$ cat config.mk
export PLATFORM = sky130hd
export DESIGN_NAME = trace_pipe_flat
export DESIGN_NICKNAME = d
export VERILOG_FILES = /design/src/rtl/trace_pipe_pkg.sv /design/src/rtl/trace_pipe_if.sv /design/src/rtl/trace_fifo.sv /design/src/rtl/trace_pipe.sv /design/src/flat_wrapper.sv
export SDC_FILE = /design/constraint.sdc
export NUM_CORES = 1
export LEC_CHECK = 0
export CAP_MARGIN = 20
export CORE_MARGIN = 4
export CORE_UTILIZATION = 45
export DETAILED_ROUTE_END_ITERATION = 6
export PLACE_DENSITY_LB_ADDON = 0.12
export RECOVER_POWER = 100
export SLEW_MARGIN = 20
export SYNTH_ARGS = -nofsm -noshare
export SYNTH_HDL_FRONTEND = slang
export SYNTH_SLANG_ARGS = --single-unit
export TNS_END_PERCENT = 100
$ cat constraint.sdc
create_clock -name clk -period 15.2 [get_ports clk]
set_clock_uncertainty 0.1 [all_clocks]
set_input_delay 2.28 -clock clk [delete_from_list [all_inputs] [get_ports clk]]
set_output_delay 2.28 -clock clk [all_outputs]
set_load 0.02 [all_outputs]
$ cat src/rtl/trace_pipe_pkg.sv
// Shared trace-entry type and stage indices for the instruction-trace pipeline.
// TRACE_PIPE_CYCLE_EN adds a commit-cycle stamp field to each trace entry.
package trace_pipe_pkg;

  localparam int STG_F = 0;
  localparam int STG_D = 1;
  localparam int STG_X = 2;
  localparam int STG_M = 3;
  localparam int STG_W = 4;

  // Default-width entry; the pipe builds its own entry type from its parameters.
  typedef struct packed {
    logic [31:0] addr;
    logic [31:0] inst;
    logic [31:0] data;
`ifdef TRACE_PIPE_CYCLE_EN
    logic [31:0] cycle;
`endif
  } trace_entry_t;

endpackage

$ cat src/rtl/trace_pipe_if.sv
// Bundle of the F-stage trace inputs, stage controls and the commit stream.
// out_val/out_rdy: an entry transfers on every clock edge where both are high.
interface trace_pipe_if #(
  parameter int NSTAGES = 5,
  parameter int ADDR_W  = 32,
  parameter int INST_W  = 32,
  parameter int DATA_W  = 32
);
  logic                f_val;
  logic [ADDR_W-1:0]   f_addr;
  logic [INST_W-1:0]   f_inst;
  logic [NSTAGES-2:0]  stall;
  logic [NSTAGES-2:0]  squash;
  logic [DATA_W-1:0]   w_data;
  logic                out_val;
  logic                out_rdy;
  logic [ADDR_W-1:0]   out_addr;
  logic [INST_W-1:0]   out_inst;
  logic [DATA_W-1:0]   out_data;
  logic                overflow;
  logic [31:0]         commit_cnt;
`ifdef TRACE_PIPE_CYCLE_EN
  logic [31:0]         out_cycle;
`endif

  modport master (
    output f_val, f_addr, f_inst, stall, squash, w_data, out_rdy,
    input  out_val, out_addr, out_inst, out_data, overflow, commit_cnt
`ifdef TRACE_PIPE_CYCLE_EN
    , input out_cycle
`endif
  );

  modport slave (
    input  f_val, f_addr, f_inst, stall, squash, w_data, out_rdy,
    output out_val, out_addr, out_inst, out_data, overflow, commit_cnt
`ifdef TRACE_PIPE_CYCLE_EN
    , output out_cycle
`endif
  );
endinterface

$ cat src/rtl/trace_fifo.sv
// Synchronous commit FIFO with val/rdy output and a sticky drop flag.
// A push into a full FIFO is accepted only if the head is popped in the same cycle.
module trace_fifo
  import trace_pipe_pkg::*;
#(
  parameter int  DEPTH   = 8,
  parameter type entry_t = trace_entry_t
) (
  input  logic   clk,
  input  logic   rst,
  input  logic   push_i,
  input  entry_t push_data_i,
  output logic   push_acc_o,
  output logic   overflow_o,
  output logic   val_o,
  input  logic   rdy_i,
  output entry_t data_o
);
  localparam int AW = $clog2(DEPTH);
  localparam logic [AW:0] FULL_CNT = (AW+1)'(DEPTH);

  entry_t        mem_q [DEPTH];
  logic [AW-1:0] wr_q, rd_q;
  logic [AW:0]   cnt_q;
  logic          ovf_q;
  logic          full, pop;

  assign val_o      = (cnt_q != '0);
  assign full       = (cnt_q == FULL_CNT);
  assign pop        = val_o & rdy_i;
  assign push_acc_o = push_i & (~full | pop);
  assign overflow_o = ovf_q;
  // Idle output reads as zero rather than exposing a stale slot.
  assign data_o     = val_o ? mem_q[rd_q] : '0;

  always_ff @(posedge clk or negedge rst) begin
    if (!rst) begin
      wr_q  <= '0;
      rd_q  <= '0;
      cnt_q <= '0;
      ovf_q <= 1'b0;
    end else begin
      if (push_acc_o) wr_q <= wr_q + AW'(1);
      if (pop)        rd_q <= rd_q + AW'(1);
      if (push_acc_o && !pop)      cnt_q <= cnt_q + (AW+1)'(1);
      else if (pop && !push_acc_o) cnt_q <= cnt_q - (AW+1)'(1);
      if (push_i && !push_acc_o)   ovf_q <= 1'b1;
    end
  end

  always_ff @(posedge clk) begin
    if (push_acc_o) mem_q[wr_q] <= push_data_i;
  end

endmodule

$ cat src/rtl/trace_pipe.sv
// Instruction-trace pipeline: tracks F..W with stall/squash, commits into trace_fifo.
// Define TRACE_PIPE_CYCLE_EN to stamp each commit with a free-running cycle count.
module trace_pipe
  import trace_pipe_pkg::*;
#(
  parameter int NSTAGES    = 5,
  parameter int ADDR_W     = 32,
  parameter int INST_W     = 32,
  parameter int DATA_W     = 32,
  parameter int FIFO_DEPTH = 8
) (
  input logic         clk,
  input logic         rst,
  trace_pipe_if.slave bus
);
  localparam int L = NSTAGES - 1;

  typedef struct packed {
    logic [ADDR_W-1:0] addr;
    logic [INST_W-1:0] inst;
    logic [DATA_W-1:0] data;
`ifdef TRACE_PIPE_CYCLE_EN
    logic [31:0]       cycle;
`endif
  } entry_t;

  logic [L:1]        v_q;
  logic [ADDR_W-1:0] addr_q [1:L];
  logic [INST_W-1:0] inst_q [1:L];

  logic [L:0]        h, sv, sq;
  logic [ADDR_W-1:0] sa [0:L];
  logic [INST_W-1:0] si [0:L];

  logic   commit, push_acc, fifo_ovf, fifo_val;
  entry_t push_e, out_e;
  logic [31:0] commit_cnt_q;

  // Stage view: index STG_F is the live fetch input, later indices are registers.
  // h[i] is high when any stall at stage i or later freezes stage i.
  always_comb begin
    h  = '0;
    sv = '0;
    sq = '0;
    sv[STG_F] = bus.f_val;
    sa[STG_F] = bus.f_addr;
    si[STG_F] = bus.f_inst;
    for (int i = 1; i <= L; i++) begin
      h[i]  = |(bus.stall >> (i - 1));
      sv[i] = v_q[i];
      sq[i] = bus.squash[i-1];
      sa[i] = addr_q[i];
      si[i] = inst_q[i];
    end
    h[STG_F] = h[1];
  end

  always_ff @(posedge clk or negedge rst) begin
    if (!rst) begin
      v_q <= '0;
      for (int i = 1; i <= L; i++) begin
        addr_q[i] <= '0;
        inst_q[i] <= '0;
      end
    end else begin
      for (int i = 1; i <= L; i++) begin
        if (!h[i]) begin
          // A held or squashed predecessor hands over a bubble.
          v_q[i]    <= sv[i-1] & ~h[i-1] & ~sq[i-1];
          addr_q[i] <= sa[i-1];
          inst_q[i] <= si[i-1];
        end else if (bus.squash[i-1]) begin
          v_q[i] <= 1'b0;
        end
      end
    end
  end

  assign commit = sv[L] & ~sq[L] & ~bus.stall[L-1];

`ifdef TRACE_PIPE_CYCLE_EN
  logic [31:0] cyc_q;
  always_ff @(posedge clk or negedge rst) begin
    if (!rst) cyc_q <= '0;
    else      cyc_q <= cyc_q + 32'd1;
  end
  assign bus.out_cycle = out_e.cycle;
`endif

  always_comb begin
    push_e      = '0;
    push_e.addr = sa[L];
    push_e.inst = si[L];
    push_e.data = bus.w_data;
`ifdef TRACE_PIPE_CYCLE_EN
    push_e.cycle = cyc_q;
`endif
  end

  trace_fifo #(
    .DEPTH   (FIFO_DEPTH),
    .entry_t (entry_t)
  ) u_fifo (
    .clk         (clk),
    .rst         (rst),
    .push_i      (commit),
    .push_data_i (push_e),
    .push_acc_o  (push_acc),
    .overflow_o  (fifo_ovf),
    .val_o       (fifo_val),
    .rdy_i       (bus.out_rdy),
    .data_o      (out_e)
  );

  always_ff @(posedge clk or negedge rst) begin
    if (!rst)          commit_cnt_q <= '0;
    else if (push_acc) commit_cnt_q <= commit_cnt_q + 32'd1;
  end

  assign bus.out_val    = fifo_val;
  assign bus.out_addr   = out_e.addr;
  assign bus.out_inst   = out_e.inst;
  assign bus.out_data   = out_e.data;
  assign bus.overflow   = fifo_ovf;
  assign bus.commit_cnt = commit_cnt_q;

endmodule

$ cat src/flat_wrapper.sv
// flat-port wrapper written by rule: the top's interface ports become plain ports
module trace_pipe_flat import trace_pipe_pkg::*;
#(
  parameter int NSTAGES    = 5,
  parameter int ADDR_W     = 32,
  parameter int INST_W     = 32,
  parameter int DATA_W     = 32,
  parameter int FIFO_DEPTH = 8
)
  (clk, rst, bus_f_val, bus_f_addr, bus_f_inst, bus_stall, bus_squash, bus_w_data, bus_out_rdy, bus_out_val, bus_out_addr, bus_out_inst, bus_out_data, bus_overflow, bus_commit_cnt);
  trace_pipe_if #(.NSTAGES(NSTAGES), .ADDR_W(ADDR_W), .INST_W(INST_W), .DATA_W(DATA_W)) bus_i ();
  input logic clk;
  input logic rst;
  input wire logic [$bits(bus_i.f_val)-1:0] bus_f_val;
  input wire logic [$bits(bus_i.f_addr)-1:0] bus_f_addr;
  input wire logic [$bits(bus_i.f_inst)-1:0] bus_f_inst;
  input wire logic [$bits(bus_i.stall)-1:0] bus_stall;
  input wire logic [$bits(bus_i.squash)-1:0] bus_squash;
  input wire logic [$bits(bus_i.w_data)-1:0] bus_w_data;
  input wire logic [$bits(bus_i.out_rdy)-1:0] bus_out_rdy;
  output wire logic [$bits(bus_i.out_val)-1:0] bus_out_val;
  output wire logic [$bits(bus_i.out_addr)-1:0] bus_out_addr;
  output wire logic [$bits(bus_i.out_inst)-1:0] bus_out_inst;
  output wire logic [$bits(bus_i.out_data)-1:0] bus_out_data;
  output wire logic [$bits(bus_i.overflow)-1:0] bus_overflow;
  output wire logic [$bits(bus_i.commit_cnt)-1:0] bus_commit_cnt;
  assign bus_i.f_val = bus_f_val;
  assign bus_i.f_addr = bus_f_addr;
  assign bus_i.f_inst = bus_f_inst;
  assign bus_i.stall = bus_stall;
  assign bus_i.squash = bus_squash;
  assign bus_i.w_data = bus_w_data;
  assign bus_i.out_rdy = bus_out_rdy;
  assign bus_out_val = bus_i.out_val;
  assign bus_out_addr = bus_i.out_addr;
  assign bus_out_inst = bus_i.out_inst;
  assign bus_out_data = bus_i.out_data;
  assign bus_overflow = bus_i.overflow;
  assign bus_commit_cnt = bus_i.commit_cnt;
  trace_pipe #(.NSTAGES(NSTAGES), .ADDR_W(ADDR_W), .INST_W(INST_W), .DATA_W(DATA_W), .FIFO_DEPTH(FIFO_DEPTH)) u_core (.clk(clk), .rst(rst), .bus(bus_i));
endmodule
==> summary.md, run 1 <==
| Metric | Value |
|---|---|
| Critical path class | reg -> out |
| Antenna Nets Post-Route | 0 |
| Final Hold Fails | 0 |
| Reg clk slew, reported paths | 0.06 ns |
| Worst Path Buf+Inv | 2 |
| Critical Path AT | between 8 and 9 ns |
| CTS tree | yes |
| Via count | 19900 |
| Worst Reg-to-Reg Cells | 13 |
| Die span in y | 309 um |
| Reg2Reg Capture Point | u_core.u_fifo.cnt_q[3] |
| Slew @ Worst Pin | between 6 and 7 ns |
| Vias in the first global route | 21600 |
| Initial antenna violation count | 3 |
| Crit path max-delay family | buffers and inverters |
| Synthesized area per cell | between 15 and 20 sq um |
| FILL cells | 7176 |
| Reg2reg start | u_core.u_fifo.cnt_q[0] |
| Unique masters post-synth | between 40 and 50 |
| Gr ovfl total | 0 |
| HPWL after DPL | 48000 um |
| Max cap viols | 28 |
| WP depth | 5 |
| Commonest non-fill, non-tap cells in the layout | edfxtp_1 (768), dfrtp_1 (301), nand2_1 (218), mux4_2 (192), dlygate4sd3_1 (157) |
| Routability Congestion | 0.724 |
| GRT Total Usage | 0.187 |
| Post-CTS setup buffers | 0 |
| Fraction of the cycle the final worst path needs | 0.692 |
| Max-slew violation count | 1288 |
| Reg2reg setup slack | between 7 and 8 ns |
| Worst slew margin | -3.30 |
| TNS Setup | 0 ns |
| Final min period | between 10 and 15 ns |
| Syn_nets | 2230 |
| IO buf count | 237 |
| Clock Path Buffers | 3 |
| Status | complete, but fails checks |
| Lkg Pwr | 17.7 nW |
| # rows | 110 |
| Via density | 5.42 |
| Fin Hold WS | 0.350 ns |
| Cell count after synthesis | 2115 |
| Startpoint types | flop |
| CP peak stage delay | 3.39 ns |
| Worst setup endpoint | bus_out_addr[21] |
| Wire per inst | 23.9 um |
| Final setup violation count | 0 |
| Post-synth top flop | edfxtp_1 |
| Syn Std Cell Area | approximately 0.041 sq mm |
| Initial Util | 0.454 |
| Ys async rst share | 0.283 |
| Crit path cell chain | clkbuf_1, mux4_2, mux2i_1, nor2_1, clkdlybuf4s50_1 |
| Slowest stage cell on the critical path | clkbuf_1 |
| Hold-fix buffers, CTS | 0 |
| Layout cells sized above 1 | 0.213 |
| CTS H-Tree Depth | 3 |
| CP required | roughly 13 ns |
| CP endpoint kind | output pin |
| P per Cell Area | between 150 and 200 mW/mm^2 |
| TritonRoute pass-1 iters | 5 |
| FMAX | 95.1 MHz |
| IO Pins | 238 |
| # DRC | 0 |
| Post-synth EDFFs | 768 |
| Clock buffer count from CTS | 110 |
| Sequential-to-total area share from yosys stat | 0.750 |
| 1st-iter DRT viols | 1290 |
| Worst hold path class | reg -> reg |
| Failing checks | capacitance limit, slew limit |
| Die X | 309 um |
| Drt total wl | approximately 88000 um |
| TritonCTS Sinks | 1071 |
| Clock root cell | clkbuf_16 |
| RSZ-0062 raised after global routing | no |
| CP startpoint | u_core.u_fifo.rd_q[1] |
| Area growth from synthesis to layout | 17.7% |
| Die Area | 0.0957 sq mm |
| Worst-path maximum fanout | 72 |
| Largest net degree at the start of global routing | 116 |
| Ys Warns | 0 |
| Synth Register Bits | between 1000 and 1500 |
| # nets final | roughly 2500 |
| First-pass GRT wire length | 135000 um |
| Core area | ~0.09 sq mm |
| Post-CTS Resized | 0 |
| VDD IR-drop max | 102 uV |
| Insertion delay to the later sink of the worst-skew pair | roughly 0.66 ns |
| Commonest non-fill, non-tap cell in the layout | edfxtp_1 |
-- sequential cells by signal, summed over array words and instances, names as in the netlist --
register                  cells
u_core.u_fifo.wr_q            3
u_core.u_fifo.rd_q            3
u_core.u_fifo.cnt_q           4
u_core.inst_q               128
u_core.bus.commit_cnt        32
u_core.v_q                    4
u_core.u_fifo.mem_q         768
u_core.addr_q               128
u_core.u_fifo.overflow_o      1
-- worst register-to-register path: cells and delay by family (launching register included) --
kind	cells	cell delay, ns
buffers and inverters	4	4.37
AND/OR/NAND/NOR	3	1.16
adder cells (fa/ha/maj)	2	0.54
flip-flops	1	0.43
AO/OA/AOI/OAI	2	0.35
multiplexers	1	0.27
XOR/XNOR	1	0.14
-- cell usage after synthesis, types with 12 or more instances --
cell type	count	area, sq um
edfxtp_1	768	23100
dfrtp_1	303	7580
nand2_1	218	818
mux4_2	192	4320
mux2_2	155	1750
nor2_1	106	398
mux2i_1	97	971
buf_2	46	230
mux2_1	39	439
clkbuf_1	26	97.6
xor2_1	22	193
buf_1	18	67.6
xnor2_1	16	140
nor4_1	13	81.3
nor3_1	12	60.1
-- per-stage QoR --
stage / power (mW) / cells / util / worst slack, ns / instance area [sq um]
2_1_floorplan: 5.20 / 2115 / - / 1.53 / 40900
3_3_place_gp: 6.12 / 3461 / 0.495 / 8.46 / 44500
3_5_place_dp: 6.16 / 3461 / 0.495 / 8.45 / 44500
4_1_cts: 8.88 / 3669 / 0.536 / 7.71 / 48200
5_1_grt: 9.19 / 3672 / 0.534 / 4.08 / 48100
6_report: 8.76 / 3674 / 0.534 / 4.68 / 48100
-- area by class of cell --
| cell class | count | area, sq um | area share |
|---|---|---|---|
| Tap cell | 1176 | 1470 | 0.0306 |
| Sequential cell | 1071 | 30700 | 0.638 |
| Multi-Input combinational cell | 930 | 9610 | 0.200 |
| Inverter | 7 | 26.3 | 0.000547 |
| Clock inverter | 58 | 607 | 0.0126 |
| Timing Repair Buffer | 280 | 2620 | 0.0544 |
| Clock buffer | 150 | 3090 | 0.0642 |
| Antenna cell | 2 | 5.00 | 0.000104 |
-- worst min-delay path by stage --
stage                       start  slack [ns]                 to  depth (start not counted)
6_report       u_core.addr_q[124]        0.35  u_core.addr_q[92]                          2
5_1_grt        u_core.addr_q[124]        0.39  u_core.addr_q[92]                          2
4_1_cts        u_core.addr_q[124]        0.36  u_core.addr_q[92]                          2
3_5_place_dp    u_core.inst_q[99]        0.35  u_core.inst_q[67]                          2
3_3_place_gp   u_core.addr_q[124]        0.35  u_core.addr_q[92]                          2
2_1_floorplan  u_core.addr_q[120]        0.33  u_core.addr_q[88]                          2
-- where the power goes --
part	leakage, nW	internal (mW)	switching [mW]
Combinational	5.06	1.15	1.12
Clock	1.81	1.62	1.09
Sequential	10.8	3.48	0.293
Total	17.7	6.26	2.50
-- cell families after synthesis --
kind of cell             count (synthesis)  share of synthesized area
AND/OR/NAND/NOR                        392                     0.0405
XOR/XNOR                                38                    0.00815
flip-flops                            1071                      0.750
AO/OA/AOI/OAI                           10                    0.00150
buffers and inverters                  114                     0.0145
adder cells (fa/ha/maj)                  7                    0.00233
multiplexers                           483                      0.183
-- layer usage --
layer,routed length (um),track usage,vias up
met5,0,0,-
met4,1530,0.0448,0
met3,3640,0.0291,112
met2,43300,0.313,432
met1,39400,0.262,10600
li1,-,-,8762
(Power assumes the default switching activity.)
==> run 2: changes to the inputs <==
- clock period: 15.2 -> 10.42 ns (I/O delays scaled with it)
==> run 2 against run 1 <==
Against the previous run: the flow still finishes with violations (capacitance limit, slew limit); first-iteration DRC count shrank 6.1%; critical endpoint is now u_core.u_fifo.mem_q[2][75]; non-clock buffer count shrank 11; highest routed layer unchanged; largest cell class unchanged; global-route usage shrank 0.37 points; critical path type is now in -> reg; combinational power is 41% higher; sequential share of layout area down 0.11 points; critical path depth grew 2; total power grew 44%.
==> summary.md, run 2 (same netlist as run 1, synthesis figures left out) <==
| Metric | Value |
|---|---|
| Status | complete, but fails checks |
| Failing checks | capacitance limit, slew limit |
| Gr ovfl total | 0 (unchanged) |
| Flip-flop count of the largest register after layout | 768 (unchanged) |
| CTS tree | yes |
| Reg2Reg Capture Point | u_core.u_fifo.mem_q[4][22] |
| Critical path class | in -> reg |
| Wire per inst | 23.6 um (-1.4%) |
| P per Cell Area | 262 mW/mm^2 (+44%) |
| CP peak stage delay | 3.27 ns (-0.12 ns) |
| Worst hold path class | reg -> reg |
| Most frequent CP cell | clkbuf_1 |
| Placed inst area | 0.0446 sq mm (about the same) |
| WP depth | 7 (+2) |
| Antenna Nets Post-Route | 0 (unchanged) |
| Drt total wl | 86300 um (-1.7%) |
| Top flop regs | u_core.u_fifo.mem_q: 768 flops, u_core.addr_q: 128 flops, u_core.inst_q: 128 flops |
| Worst Path Buf+Inv | 4 (+2) |
| Worst hold path endpoint | u_core.addr_q[68] |
| Core area | 0.0900 sq mm (unchanged) |
| Max-slew violation count | 884 (-31%) |
| Die span in y | 309 um (unchanged) |
| Post-CTS setup buffers | 0 (unchanged) |
| Startpoint types | input pin |
| TNS Setup | 0 ns (unchanged) |
| Die X | 309 um (unchanged) |
| # DRC | 0 (unchanged) |
| RSZ-0062 raised after global routing | no |
| # nets final | 2503 (-0.48%) |
| Area occupied by multi-input gates | 0.00965 sq mm (+0.35%) |
| First-pass GRT wire length | 132000 um (-1.8%) |
| Worst Reg-to-Reg Cells | 6 (-7) |
| Slew @ Worst Pin | 6.40 ns (-0.0436 ns) |
| Fin area | 0.0482 sq mm (+0.18%) |
| Final Hold Fails | 0 (unchanged) |
| CP endpoint kind | flop |
| Crit path cell chain | dlygate4sd3_1, nand2b_1, o21ai_0, clkbuf_1, nor4b_1, clkbuf_1, clkbuf_2 |
| Total chip power | 12.6 mW (+44%) |
| Slowest stage cell on the critical path | clkbuf_1 |
| HPWL after DPL | 45500 um (-5.2%) |
| Insertion delay to the later sink of the worst-skew pair | 0.65 ns (about the same) |
| Layout cells sized above 1 | 0.218 (+0.00523) |
| Max cap viols | 16 (-43%) |
| Reg clk slew, reported paths | 0.06 ns (about the same) |
| Critical Path AT | 8.04 ns (-0.10 ns) |
| FMAX | 127 MHz |
| Initial Util | 0.454 (unchanged) |
| # rows | 110 (unchanged) |
| Reg2reg start | u_core.u_fifo.cnt_q[0] |
| Final core utilization | 0.535 (+0.000959) |
| Worst slew margin | -3.27 (+0.0290) |
| Fraction of the cycle the final worst path needs | 0.757 |
| Commonest non-fill, non-tap cell in the layout | edfxtp_1 |
| Reg2reg setup slack | 3.52 ns (-4.25 ns) |
| IO buf count | 237 (unchanged) |
| Hold-fix buffers, CTS | 0 (unchanged) |
| Via density | 5.40 (-0.25%) |
| Final min period | approximately 7.9 ns |
| GRT Total Usage | 0.183 (-0.00369) |
| FILL cells | 7142 (-0.47%) |
| Routability Congestion | 0.725 (+0.14%) |
| TritonCTS Sinks | 1071 (unchanged) |
| Largest reg by FF count | u_core.u_fifo.mem_q |
| Hold_sp | u_core.addr_q[100] |
| Lkg Pwr | 17.7 nW (+0.34%) |
| Largest net degree at the start of global routing | 154 (+33%) |
| Clock buffer count from CTS | 109 (-0.91%) |
| CTS H-Tree Depth | 3 (unchanged) |
| VDD IR-drop max | 137 uV (+34%) |
| FF+latch area | 0.0307 sq mm (about the same) |
| Dpl ws | 4.89 ns (-3.57 ns) |
| Crit path max-delay family | buffers and inverters |
| CP required | 10.57 ns (-2.25 ns) |
| Die Area | 0.0957 sq mm (unchanged) |
| Area growth from synthesis to layout | 17.9% |
| Clock Path Buffers | 3 (unchanged) |
| Final Worst Setup Slack | 2.53 ns (-2.15 ns) |
| Clock root cell | clkbuf_16 |
| TritonRoute pass-1 iters | 5 (unchanged) |
| Initial antenna violation count | 4 (+1) |
| Final setup violation count | 0 (unchanged) |
| Hold Path Cell Cnt | 2 (unchanged) |
| IO Pins | 238 (unchanged) |
| Commonest non-fill, non-tap cells in the layout | edfxtp_1 (768), dfrtp_1 (300), nand2_1 (218), mux4_2 (192), dlygate4sd3_1 (165) |
| Vias in the first global route | 21300 (-1.4%) |
| Worst-path maximum fanout | 55 (-24%) |
| Via count | 19800 (-0.58%) |
| 1st-iter DRT viols | 1211 (-6.1%) |
| Post-CTS Resized | 0 (unchanged) |
## run 2: worst max path at each step
stage                     startpoint                         end  slack (ns)
2_1_floorplan           bus_stall[3]   u_core.u_fifo.mem_q[3][0]        0.26
6_report                 bus_out_rdy  u_core.u_fifo.mem_q[2][75]        2.53
3_5_place_dp   u_core.u_fifo.rd_q[1]            bus_out_inst[30]        4.89
5_1_grt                  bus_out_rdy  u_core.u_fifo.mem_q[4][30]        2.11
4_1_cts        u_core.u_fifo.rd_q[1]            bus_out_inst[30]        4.15
3_3_place_gp   u_core.u_fifo.rd_q[0]             bus_out_addr[1]        4.85
## run 2: final cells by class
cell class,instances,share of cell area
inverters,7,0.000546
flip-flops and latches,1071,0.636
well taps,1176,0.0305
diodes,4,0.000208
repair buffers,269,0.0555
clock inverters,55,0.0125
multi-input cells,930,0.200
clock buffers,150,0.0639
## run 2: routing by layer
layer	track usage	share of wire
met3	0.0312	0.046
met5	0	0
met1	0.258	0.44
met4	0.0397	0.019
met2	0.306	0.49
## run 2: report_power, final
part           total [mW]  leakage, nW  internal [mW]  switching [mW]
Combinational        3.21         5.13           1.55            1.66
Sequential           5.46         10.8           5.08           0.380
Clock                3.94         1.80           2.36            1.58
Total                12.6         17.7           8.99            3.62
## run 2: worst min-delay path: cells and delay by family (launching register included)
| kind | cells | cell delay (ns) |
|---|---|---|
| simple gates | 2 | 0.10 |
| flops | 1 | 0.34 |
## run 2: per-stage QoR
| step | hold slack, ns | std cells |
|---|---|---|
| final | 0.360 | 3662 |
| after global routing | 0.382 | 3658 |
| after CTS | 0.363 | 3656 |
| after detailed placement | 0.348 | 3451 |
| after global placement | 0.346 | 3450 |
| after floorplan | 0.332 | 2115 |
==> run 3: changes to the inputs <==
- clock period: 10.42 -> 7.3 ns (I/O delays scaled with it)
==> run 3 against run 2 <==
Against the previous run: the flow still finishes with violations (capacitance limit, slew limit); wire length grew 0.35%; worst hold slack lost 0.0033 ns; sequential share of layout area is essentially flat; cell area is essentially flat.
==> summary.md, run 3 (same netlist as run 1, synthesis figures left out) <==
| Metric | Value |
|---|---|
| # DRC | 0 (unchanged) |
| Slew @ Worst Pin | 4.29 ns (-2.11 ns) |
| Area occupied by multi-input gates | 0.00966 sq mm (+0.10%) |
| Final Hold Fails | 0 (unchanged) |
| Reg2reg start | u_core.u_fifo.cnt_q[0] |
| FILL cells | 7149 (+0.098%) |
| GRT Total Usage | 0.184 (about the same) |
| Psw | 5.20 mW (+44%) |
| 1st-iter DRT viols | 1264 (+4.4%) |
| HPWL after DPL | 45400 um (-0.33%) |
| Post-CTS Resized | 0 (unchanged) |
| Status | complete, but fails checks |
| Final min period | 5.85 ns |
| CP required | 6.84 ns (-3.73 ns) |
| Clock root cell | clkbuf_16 |
| Fraction of the cycle the final worst path needs | 0.801 |
| Critical path class | in -> reg |
| Vias in the first global route | 21300 (+0.052%) |
| Die Area | 0.0957 sq mm (unchanged) |
| Startpoint types | input pin |
| Int Pwr | 12.9 mW (+44%) |
| Final setup violation count | 0 (unchanged) |
| Top flop regs | u_core.u_fifo.mem_q: 768 flops, u_core.addr_q: 128 flops, u_core.inst_q: 128 flops |
| P per Cell Area | 377 mW/mm^2 (+44%) |
| Final Worst Setup Slack | 1.45 ns (-1.08 ns) |
| Max cap viols | 21 (+5) |
| Failing checks | capacitance limit, slew limit |
| Die X | 309 um (unchanged) |
| Core area | 0.0900 sq mm (unchanged) |
| Flip-flop count of the largest register after layout | 768 (unchanged) |
| WP depth | 5 (-2) |
| Critical Path AT | 5.39 ns (-2.65 ns) |
| Comb power frac | 0.251 (-0.003) |
| FF+latch area | 0.0307 sq mm (unchanged) |
| Crit path max-delay family | buffers and inverters |
| Area growth from synthesis to layout | 17.8% (about the same) |
| Insertion delay to the later sink of the worst-skew pair | 0.66 ns (about the same) |
| IO buf count | 237 (unchanged) |
| Largest reg by FF count | u_core.u_fifo.mem_q |
| CP peak stage delay | 1.91 ns (-1.36 ns) |
| Reg2Reg Capture Point | u_core.u_fifo.mem_q[2][34] |
| Worst-path maximum fanout | 96 (+75%) |
| Reg clk slew, reported paths | 0.06 ns (about the same) |
| Initial Util | 0.454 (unchanged) |
| Antenna Nets Post-Route | 0 (unchanged) |
| FMAX | 171 MHz |
| Layout cells sized above 1 | 0.219 (+0.000315) |
| Worst Path Buf+Inv | 2 (-2) |
| Clock buffer count from CTS | 111 (+1.8%) |
| First-pass GRT wire length | 132000 um (-0.25%) |
| Worst hold path class | in -> async |
| CP endpoint kind | flop |
| Hold-fix buffers, CTS | 0 (unchanged) |
| Via count | 19700 (-0.29%) |
| Clock share of power | 0.316 (+0.003) |
| Worst Reg-to-Reg Cells | 4 (-2) |
| Gr ovfl total | 0 (unchanged) |
| Via density | 5.39 (-0.27%) |
| Fin area | 0.0481 sq mm (about the same) |
| Wire per inst | 23.7 um (+0.38%) |
| Worst slew margin | -1.86 (+1.41) |
| Reg2reg setup slack | 1.73 ns (-1.79 ns) |
| Routability Congestion | 0.744 (+2.6%) |
| TritonCTS Sinks | 1071 (unchanged) |
| Dpl ws | 1.86 ns (-3.03 ns) |
| Clock Path Buffers | 3 (unchanged) |
| Max-slew violation count | 1208 (+37%) |
| CTS H-Tree Depth | 3 (unchanged) |
| Commonest non-fill, non-tap cell in the layout | edfxtp_1 |
| Placed inst area | 0.0445 sq mm (about the same) |
| Seq pwr share | 0.434 (about the same) |
| Crit path cell chain | dlygate4sd3_1, nand2b_1, o21ai_0, nor4b_4, clkbuf_2 |
| Sw Share | 0.287 (about the same) |
| Die span in y | 309 um (unchanged) |
| IO Pins | 238 (unchanged) |
| Initial antenna violation count | 7 (+3) |
| # rows | 110 (unchanged) |
| Largest net degree at the start of global routing | 135 (-12%) |
| # nets final | 2501 (-0.080%) |
| Slowest stage cell on the critical path | clkbuf_2 |
| VDD IR-drop max | 246 uV (+80%) |
| Drt total wl | 86600 um (+0.35%) |
| Lkg Pwr | 17.7 nW (-0.12%) |
| CTS tree | yes |
| Post-CTS setup buffers | 0 (unchanged) |
| RSZ-0062 raised after global routing | no |
| TritonRoute pass-1 iters | 5 (unchanged) |
| Commonest non-fill, non-tap cells in the layout | edfxtp_1 (768), dfrtp_1 (300), nand2_1 (218), mux4_2 (192) |
-- run 3: layer usage --
| metal | wire (um) | up-vias | global-route usage |
|---|---|---|---|
| met5 | 31 | - | 0 |
| met4 | 1290 | 4 | 0.0382 |
| met3 | 4120 | 109 | 0.0324 |
| met2 | 42900 | 429 | 0.307 |
| met1 | 38300 | 10400 | 0.257 |
| li1 | - | 8735 | - |
-- run 3: worst register-to-register path, cell delays in order (launching register included) --
cell	delay [ns]
dfrtp_1	0.43
or3_1	0.47
o21ai_0	1.50
nor4b_4	0.07
clkbuf_2	1.91
-- run 3: how the worst max path moves through the flow --
stage | start | to | slack, ns
detailed placement | bus_squash[3] | u_core.u_fifo.mem_q[3][84] | 1.86
CTS | u_core.u_fifo.rd_q[1] | bus_out_addr[2] | 2.14
finish | bus_out_rdy | u_core.u_fifo.mem_q[2][34] | 1.45
global route | bus_stall[3] | u_core.addr_q[125] | 1.10
floorplan | bus_stall[3] | u_core.u_fifo.mem_q[3][0] | -2.40
global placement | bus_squash[3] | u_core.u_fifo.mem_q[3][9] | 1.89
-- run 3: stage by stage --
stage	cells	total power [mW]	hold slack, ns	setup TNS [ns]	utilization
after CTS	3659	18.6	0.364	0	0.537
after detailed placement	3449	12.8	0.347	0	0.495
after global routing	3659	19.0	0.375	0	0.535
after floorplan	2115	10.8	0.332	-1042.07	-
final	3661	18.1	0.357	0	0.535
after global placement	3449	12.7	0.345	0	0.495
-- run 3: area by class of cell --
class                      count  share of cell area
timing repair buffer         265              0.0535
clock inverter                51              0.0139
multi-input combinational    930               0.201
tap                         1176              0.0306
sequential                  1071               0.637
clock buffer                 159              0.0642
inverter                       7            0.000546
antenna                        2            0.000104
-- run 3: power by group through the flow --
stage,logic (mW),clock network [mW],registers [mW]
2_1_floorplan,3.18,0,7.64
3_3_place_gp,4.80,0,7.94
3_5_place_dp,4.82,0,8.00
4_1_cts,4.83,5.87,7.87
5_1_grt,4.92,6.15,7.96
6_report,4.54,5.72,7.86
